<file path="src/rtl/mem_scan_reader_pkg.sv">
// Shared types for the RAM scan reader: FSM states, stream beat layout and skid FIFO sizing.
package mem_scan_pkg;
  localparam int SCAN_ADDR_W = 4;
  localparam int SCAN_DATA_W = 8;
  localparam int FIFO_DEPTH  = 2;
  localparam int FIFO_CNT_W  = $clog2(FIFO_DEPTH + 1);

  typedef enum logic [1:0] {
    IDLE  = 2'd0,
    ISSUE = 2'd1,
    DRAIN = 2'd2
  } scan_state_t;

  typedef struct packed {
    logic [SCAN_DATA_W-1:0] data;
    logic [SCAN_ADDR_W-1:0] addr;
    logic                   last;
  } beat_t;
endpackage

</file>
<file path="src/rtl/mem_scan_reader_skid_fifo.sv">
// Two-entry skid FIFO for scan beats; the head entry is the registered output beat.
module scan_skid_fifo
  import mem_scan_pkg::*;
#(
  parameter type item_t = beat_t
) (
  input  logic                  clk,
  input  logic                  reset_n,
  input  logic                  flush,
  input  logic                  push,
  input  item_t                 push_item,
  input  logic                  pop,
  output item_t                 head,
  output logic                  valid,
  output logic [FIFO_CNT_W-1:0] count
);
  localparam logic [FIFO_CNT_W-1:0] CNT_ZERO = FIFO_CNT_W'(0);
  localparam logic [FIFO_CNT_W-1:0] CNT_ONE  = FIFO_CNT_W'(1);
  localparam logic [FIFO_CNT_W-1:0] CNT_TWO  = FIFO_CNT_W'(FIFO_DEPTH);

  item_t                 head_r, tail_r, head_n, tail_n;
  logic [FIFO_CNT_W-1:0] count_r, count_n;
  logic                  valid_r;
  logic                  pop_ok_s;

  assign pop_ok_s = pop && (count_r != CNT_ZERO);

  // Next-state for the two entries; a push into a full FIFO without a pop is dropped.
  always_comb begin
    head_n  = head_r;
    tail_n  = tail_r;
    count_n = count_r;
    if (flush) begin
      count_n = CNT_ZERO;
    end else begin
      case ({push, pop_ok_s})
        2'b10: begin
          if (count_r == CNT_ZERO) begin
            head_n  = push_item;
            count_n = CNT_ONE;
          end else if (count_r == CNT_ONE) begin
            tail_n  = push_item;
            count_n = CNT_TWO;
          end else begin
            count_n = count_r;
          end
        end
        2'b01: begin
          head_n  = tail_r;
          count_n = count_r - CNT_ONE;
        end
        2'b11: begin
          if (count_r == CNT_ONE) begin
            head_n = push_item;
          end else begin
            head_n = tail_r;
            tail_n = push_item;
          end
        end
        default: count_n = count_r;
      endcase
    end
  end

  // Entry, occupancy and valid registers.
  always_ff @(posedge clk or negedge reset_n) begin
    if (!reset_n) begin
      head_r  <= '0;
      tail_r  <= '0;
      count_r <= CNT_ZERO;
      valid_r <= 1'b0;
    end else begin
      head_r  <= head_n;
      tail_r  <= tail_n;
      count_r <= count_n;
      valid_r <= (count_n != CNT_ZERO);
    end
  end

  assign head  = head_r;
  assign valid = valid_r;
  assign count = count_r;
endmodule

</file>
<file path="src/rtl/mem_scan_reader.sv">
// Sweeps a synchronous RAM and streams each cell as an address-tagged ready/valid beat.
// Optional SCAN_CHECKSUM_EN adds out_sum, the modulo-2**DATA_W sum of the current pass.
module mem_scan_reader
  import mem_scan_pkg::*;
#(
  parameter int ADDR_W = SCAN_ADDR_W,
  parameter int DATA_W = SCAN_DATA_W
) (
  input  logic              clk,
  input  logic              reset_n,
  input  logic              start,
  input  logic              loop,
  input  logic              hold,
  input  logic              abort,
  output logic [ADDR_W-1:0] a,
  input  logic [DATA_W-1:0] dout,
  output logic [DATA_W-1:0] out_data,
  output logic [ADDR_W-1:0] out_addr,
  output logic              out_last,
  output logic              out_valid,
  input  logic              out_ready,
  output logic              busy,
  output logic              done
`ifdef SCAN_CHECKSUM_EN
  ,
  output logic [DATA_W-1:0] out_sum
`endif
);
  typedef struct packed {
    logic [DATA_W-1:0] data;
    logic [ADDR_W-1:0] addr;
    logic              last;
  } lane_beat_t;

  localparam logic [ADDR_W-1:0] LAST_ADDR = {ADDR_W{1'b1}};
  localparam int                OCC_W     = FIFO_CNT_W + 1;
  localparam logic [OCC_W-1:0]  DEPTH_C   = OCC_W'(FIFO_DEPTH);

  scan_state_t           state_r;
  logic [ADDR_W-1:0]     issue_addr_r, a_r, s2_addr_r;
  logic                  s1_r, s2_r, busy_r, done_r;
  lane_beat_t            push_beat_s, head_s;
  logic                  fifo_valid_s;
  logic [FIFO_CNT_W-1:0] count_s;
  logic [OCC_W-1:0]      room_used_s, pending_s;
  logic                  pop_s, push_s, can_issue_s, issue_s, drain_done_s;

  // s1: read issued, RAM still sampling; s2: its data sits on dout. While no newer
  // read is issued, a holds and dout keeps the s2 data, so dout acts as a third slot.
  always_comb begin
    pop_s        = fifo_valid_s && out_ready;
    room_used_s  = OCC_W'(count_s) - OCC_W'(pop_s);
    push_s       = s2_r && (room_used_s < DEPTH_C) && !abort;
    pending_s    = OCC_W'(s1_r) + OCC_W'(s2_r && !push_s);
    can_issue_s  = !hold && !abort && ((room_used_s + pending_s) < DEPTH_C);
    case (state_r)
      IDLE:    issue_s = start && can_issue_s;
      ISSUE:   issue_s = can_issue_s;
      default: issue_s = 1'b0;
    endcase
    drain_done_s = (state_r == DRAIN) && (room_used_s == OCC_W'(0)) &&
                   !s1_r && !s2_r && !abort;
  end

  assign push_beat_s.data = dout;
  assign push_beat_s.addr = s2_addr_r;
  assign push_beat_s.last = (s2_addr_r == LAST_ADDR);

  scan_skid_fifo #(
    .item_t(lane_beat_t)
  ) u_fifo (
    .clk      (clk),
    .reset_n  (reset_n),
    .flush    (abort),
    .push     (push_s),
    .push_item(push_beat_s),
    .pop      (pop_s),
    .head     (head_s),
    .valid    (fifo_valid_s),
    .count    (count_s)
  );

  // Pass sequencing, read issue and in-flight read tracking.
  always_ff @(posedge clk or negedge reset_n) begin
    if (!reset_n) begin
      state_r      <= IDLE;
      issue_addr_r <= {ADDR_W{1'b0}};
      a_r          <= {ADDR_W{1'b0}};
      s2_addr_r    <= {ADDR_W{1'b0}};
      s1_r         <= 1'b0;
      s2_r         <= 1'b0;
      busy_r       <= 1'b0;
      done_r       <= 1'b0;
    end else if (abort) begin
      state_r      <= IDLE;
      issue_addr_r <= {ADDR_W{1'b0}};
      s1_r         <= 1'b0;
      s2_r         <= 1'b0;
      busy_r       <= 1'b0;
      done_r       <= 1'b0;
    end else begin
      done_r <= drain_done_s;
      s1_r   <= issue_s;
      if (s1_r) begin
        s2_r      <= 1'b1;
        s2_addr_r <= a_r;
      end else if (push_s) begin
        s2_r <= 1'b0;
      end
      if (issue_s) begin
        a_r          <= issue_addr_r;
        issue_addr_r <= issue_addr_r + {{(ADDR_W-1){1'b0}}, 1'b1};
      end
      case (state_r)
        IDLE: begin
          if (start) begin
            state_r <= ISSUE;
            busy_r  <= 1'b1;
          end
        end
        ISSUE: begin
          if (issue_s && (issue_addr_r == LAST_ADDR)) begin
            state_r <= DRAIN;
          end
        end
        DRAIN: begin
          if (drain_done_s) begin
            if (loop) begin
              state_r <= ISSUE;
            end else begin
              state_r <= IDLE;
              busy_r  <= 1'b0;
            end
          end
        end
        default: state_r <= IDLE;
      endcase
    end
  end

`ifdef SCAN_CHECKSUM_EN
  logic [DATA_W-1:0] sum_r;
  logic              sum_clear_s;

  // A looping pass clears one cycle after done so the done cycle still shows the total.
  assign sum_clear_s = ((state_r == IDLE) && start) || (done_r && (state_r == ISSUE));

  // Running sum of accepted beats for the current pass.
  always_ff @(posedge clk or negedge reset_n) begin
    if (!reset_n) begin
      sum_r <= {DATA_W{1'b0}};
    end else if (abort) begin
      sum_r <= sum_r;
    end else if (sum_clear_s) begin
      sum_r <= {DATA_W{1'b0}};
    end else if (pop_s) begin
      sum_r <= sum_r + head_s.data;
    end
  end

  assign out_sum = sum_r;
`endif

  assign a         = a_r;
  assign out_data  = head_s.data;
  assign out_addr  = head_s.addr;
  assign out_last  = head_s.last;
  assign out_valid = fifo_valid_s;
  assign busy      = busy_r;
  assign done      = done_r;
endmodule

</file>
<file path="config.mk">
export PLATFORM = sky130hd
export DESIGN_NAME = mem_scan_reader
export DESIGN_NICKNAME = d
export VERILOG_FILES = /design/src/rtl/mem_scan_reader_pkg.sv /design/src/rtl/mem_scan_reader_skid_fifo.sv /design/src/rtl/mem_scan_reader.sv
export SDC_FILE = /design/constraint.sdc
export NUM_CORES = 1
export LEC_CHECK = 0
export BUFFER_PORTS_ARGS = -buffer_cell sky130_fd_sc_hd__buf_2
export CELL_PAD_IN_SITES_DETAIL_PLACEMENT = 1
export CELL_PAD_IN_SITES_GLOBAL_PLACEMENT = 1
export CORE_MARGIN = 1
export CORE_UTILIZATION = 35
export CTS_BUF_LIST = sky130_fd_sc_hd__clkbuf_2 sky130_fd_sc_hd__clkbuf_4 sky130_fd_sc_hd__clkbuf_8
export DETAILED_ROUTE_END_ITERATION = 10
export PLACE_DENSITY_LB_ADDON = 0.15
export SETUP_SLACK_MARGIN = 0.15
export SLEW_MARGIN = 20
export SYNTH_ARGS = -nofsm -noshare
export SYNTH_HDL_FRONTEND = slang
export SYNTH_HIERARCHICAL = 1
export SYNTH_SLANG_ARGS = --single-unit
</file>
<file path="constraint.sdc">
create_clock -name clk -period 4.1 [get_ports clk]
set_input_delay 0.82 -clock clk [delete_from_list [all_inputs] [get_ports clk]]
set_output_delay 0.82 -clock clk [all_outputs]
set_load 0.1 [all_outputs]
</file>
==> reports/metrics.cfg <==
[sta]
max_freq_mhz = 283.2
hold_violations = 0
worst_pin_slew_ns = 0.7468
rsz0062_at_grt = false
slew_headroom_pct = 50.22
skew_ns = 0.008106
setup_viol_count_final = 0
whs_ns = 0.5123
fin_crit_ns = 3.531
min_period_over_period_pct = 86.12
slew_violations = 0
setup_tns_ns = 0

[yosys]
synthArstFlopShare_pct = 100.0
synth-edff-count = 0
ys_seq_area_share_pct = 52.54
syn_area_um2 = 2238
ys.warnings.count = 6
synth.distinct_cells = 37
synth-seq-cells = 47
synth_flop_cell = dfrtp_1
synth_cells = 185
synth.avg_cell_area_um2 = 12.10
syn_nets = 207

[hold_path]
hold_depth = 1
min_path_type = reg2reg
hold_path_startpoint = u_fifo/tail_r[4]$_DFFE_PN0P_
hold_end = u_fifo/tail_r[4]$_DFFE_PN0P_

[setup_path]
reg2regPathDepth = 11
arrival_ns = 3.71
path_max_fanout = 9
r2r-end = issue_addr_r[3]$_DFFE_PN0P_
reg2reg_slack_ns = 0.78
path_class = in2reg
end_kind = flop
start_kind = primary input
r2r-start = u_fifo/valid$_DFF_PN0_
crit_required_ns = 4.28

[detailed_routing]
drt_wl_total_um = 4508
num_vias = 1492
firstDrtPassIters = 4
postRouteAntennaNets = 0
post_drt_via_cell_ratio = 5.041
wl_per_cell_um = 15.23
post-route-drc-count = 0
drt-initial-drc-count = 33

[finish]
nets = 242
nFillCells = 682
syn2layout_area_growth_pct = 14.81
finish.utilization_pct = 42.40
mostFrequentLayoutCell = dfrtp_1
layout-drive-gt1-share_pct = 31.22
mostFrequentLayoutCells = dfrtp_1 (47), buf_2 (33), nor2_1 (23)
antenna_cells = 0

[clock_tree]
cts_hold_buf = 0
insertion_delay_ns = 0.29
cts_buffer_depth = 2
clk_pin_slew_ns = 0.09
htreeDepth = 2
cts_buffers = 5
postCtsSetupRepairBufs = 0
cts_tree = yes
clock_sinks = 47
post_cts_resized = 0
root_buffer = clkbuf_8

[die]
rows = 28
top_level_ports = 35
start_util_pct = 36.93
core_um2 = 6061
die_width_um = 81.97
fp.dieArea_um2 = 6719
die_h_um = 81.97

[global_routing]
grt_overflow = 0
grt_max_degree = 48
grt_pass1_vias = 1626
antenna_found_initial = 0
grt_pass1_wl_um = 7859
grt_usage_pct = 15.39

[power_and_ir_drop]
vdd_ir_drop_max_uv = 330.9
power_frac_comb_pct = 36.9
sequentialPowerShare_pct = 38.6
p_switching_mw = 0.6365
power_density_nw_per_um2 = 558.4
p_int_mw = 0.7985
switching_share_pct = 44.36
p_leak_nw = 1.399
clkPwrFrac_pct = 24.5

[place]
gp_congestion = 0.7125
numPortBuffers = 34
dp_hpwl_um = 3272

[run]
max-cap-violations = 0

[status]
status = finished clean

[cell families (layout without fill, tap and decap cells)]
family	Yosys count	after routing	synth area share, %
simple gates	48	48	11.68
flops	47	47	52.54
mux	39	39	18.89
compound gates	26	26	7.546
buf+inv	14	50	3.857
fa+ha+maj	7	7	3.913
xor+xnor	4	4	1.565
[metrics by stage]
step	setup slack, ns	total power, mW	cells	cell area (um2)
final	0.5689	1.435	296	2570
after floorplan	0.2080	0.9983	185	2238
after CTS	0.5437	1.458	296	2567
after global routing	0.4019	1.506	296	2570
after detailed placement	0.2336	1.098	288	2450
after global placement	0.4008	1.086	288	2450
[final cells by class]
class                   instances  area [um2]  share of cell area [%]
flip-flops and latches         47        1176                   45.76
multi-input cells             124       975.9                   37.97
clock buffers                   6       82.58                   3.213
clock inverters                 2       35.03                   1.363
repair buffers                 35       180.2                   7.011
inverters                       7       26.28                   1.022
well taps                      75       93.84                   3.651
[power by group through the flow]
stage                     Clock (mW)  Sequential (mW)  Combinational (mW)
after global routing           0.388            0.564               0.554
after CTS                      0.368            0.555               0.534
after global placement             0            0.561               0.525
final                          0.352            0.554               0.529
after detailed placement           0            0.565               0.533
after floorplan                    0            0.923              0.0754
[state kept, by name, indices dropped and copies added, names as in the netlist, 2 cells and up]
| register | cells |
|---|---|
| s2_addr_r | 4 |
| a | 4 |
| u_fifo/count | 2 |
| u_fifo/head | 13 |
| u_fifo/tail_r | 13 |
| state_r | 2 |
| issue_addr_r | 4 |
[worst max-delay path, cell delays in order]
cell	delay [ns]
buf_2	0.10
and2_1	0.19
ha_1	0.20
ha_1	0.27
inv_1	0.07
nor3b_1	0.29
o21bai_1	0.13
ha_1	0.28
or4_4	0.44
nor3_4	0.45
nand4_2	0.16
mux2_4	0.31
[worst max path at each step]
stage,end,start,cells past startpoint
3_3_place_gp,issue_addr_r[3]$_DFFE_PN0P_,out_ready,12
6_report,issue_addr_r[3]$_DFFE_PN0P_,out_ready,12
5_1_grt,issue_addr_r[3]$_DFFE_PN0P_,out_ready,12
3_5_place_dp,issue_addr_r[3]$_DFFE_PN0P_,out_ready,12
2_1_floorplan,issue_addr_r[3]$_DFFE_PN0P_,u_fifo/valid$_DFF_PN0_,11
4_1_cts,issue_addr_r[3]$_DFFE_PN0P_,out_ready,12
[layer usage]
layer / track usage (%) / vias up / wire (um)
met4: 3.684 / 0 / 38
met2: 25.54 / 20 / 2248
met5: 0 / - / 0
met1: 19.99 / 751 / 2083
li1: - / 716 / -
met3: 3.889 / 5 / 138
[Yosys cell counts (2+ instances only)]
cell / count / area share, %
nand2b_1: 2 / 0.56
nor2_1: 23 / 3.9
clkbuf_1: 2 / 0.34
xnor2_1: 2 / 0.78
nor3_1: 3 / 0.67
nand3_1: 2 / 0.45
dfrtp_1: 47 / 53
inv_1: 7 / 1.2
nand2_1: 3 / 0.50
mux2i_1: 16 / 7.2
nor2b_1: 4 / 1.1
mux2_2: 21 / 11
and2_1: 2 / 0.56
buf_2: 2 / 0.45
o21bai_1: 3 / 1.0
buf_6: 2 / 1.0
ha_1: 7 / 3.9
a21oi_1: 15 / 3.4
xor2_1: 2 / 0.78
nor3b_1: 3 / 1.0
(Power assumes the default switching activity.)
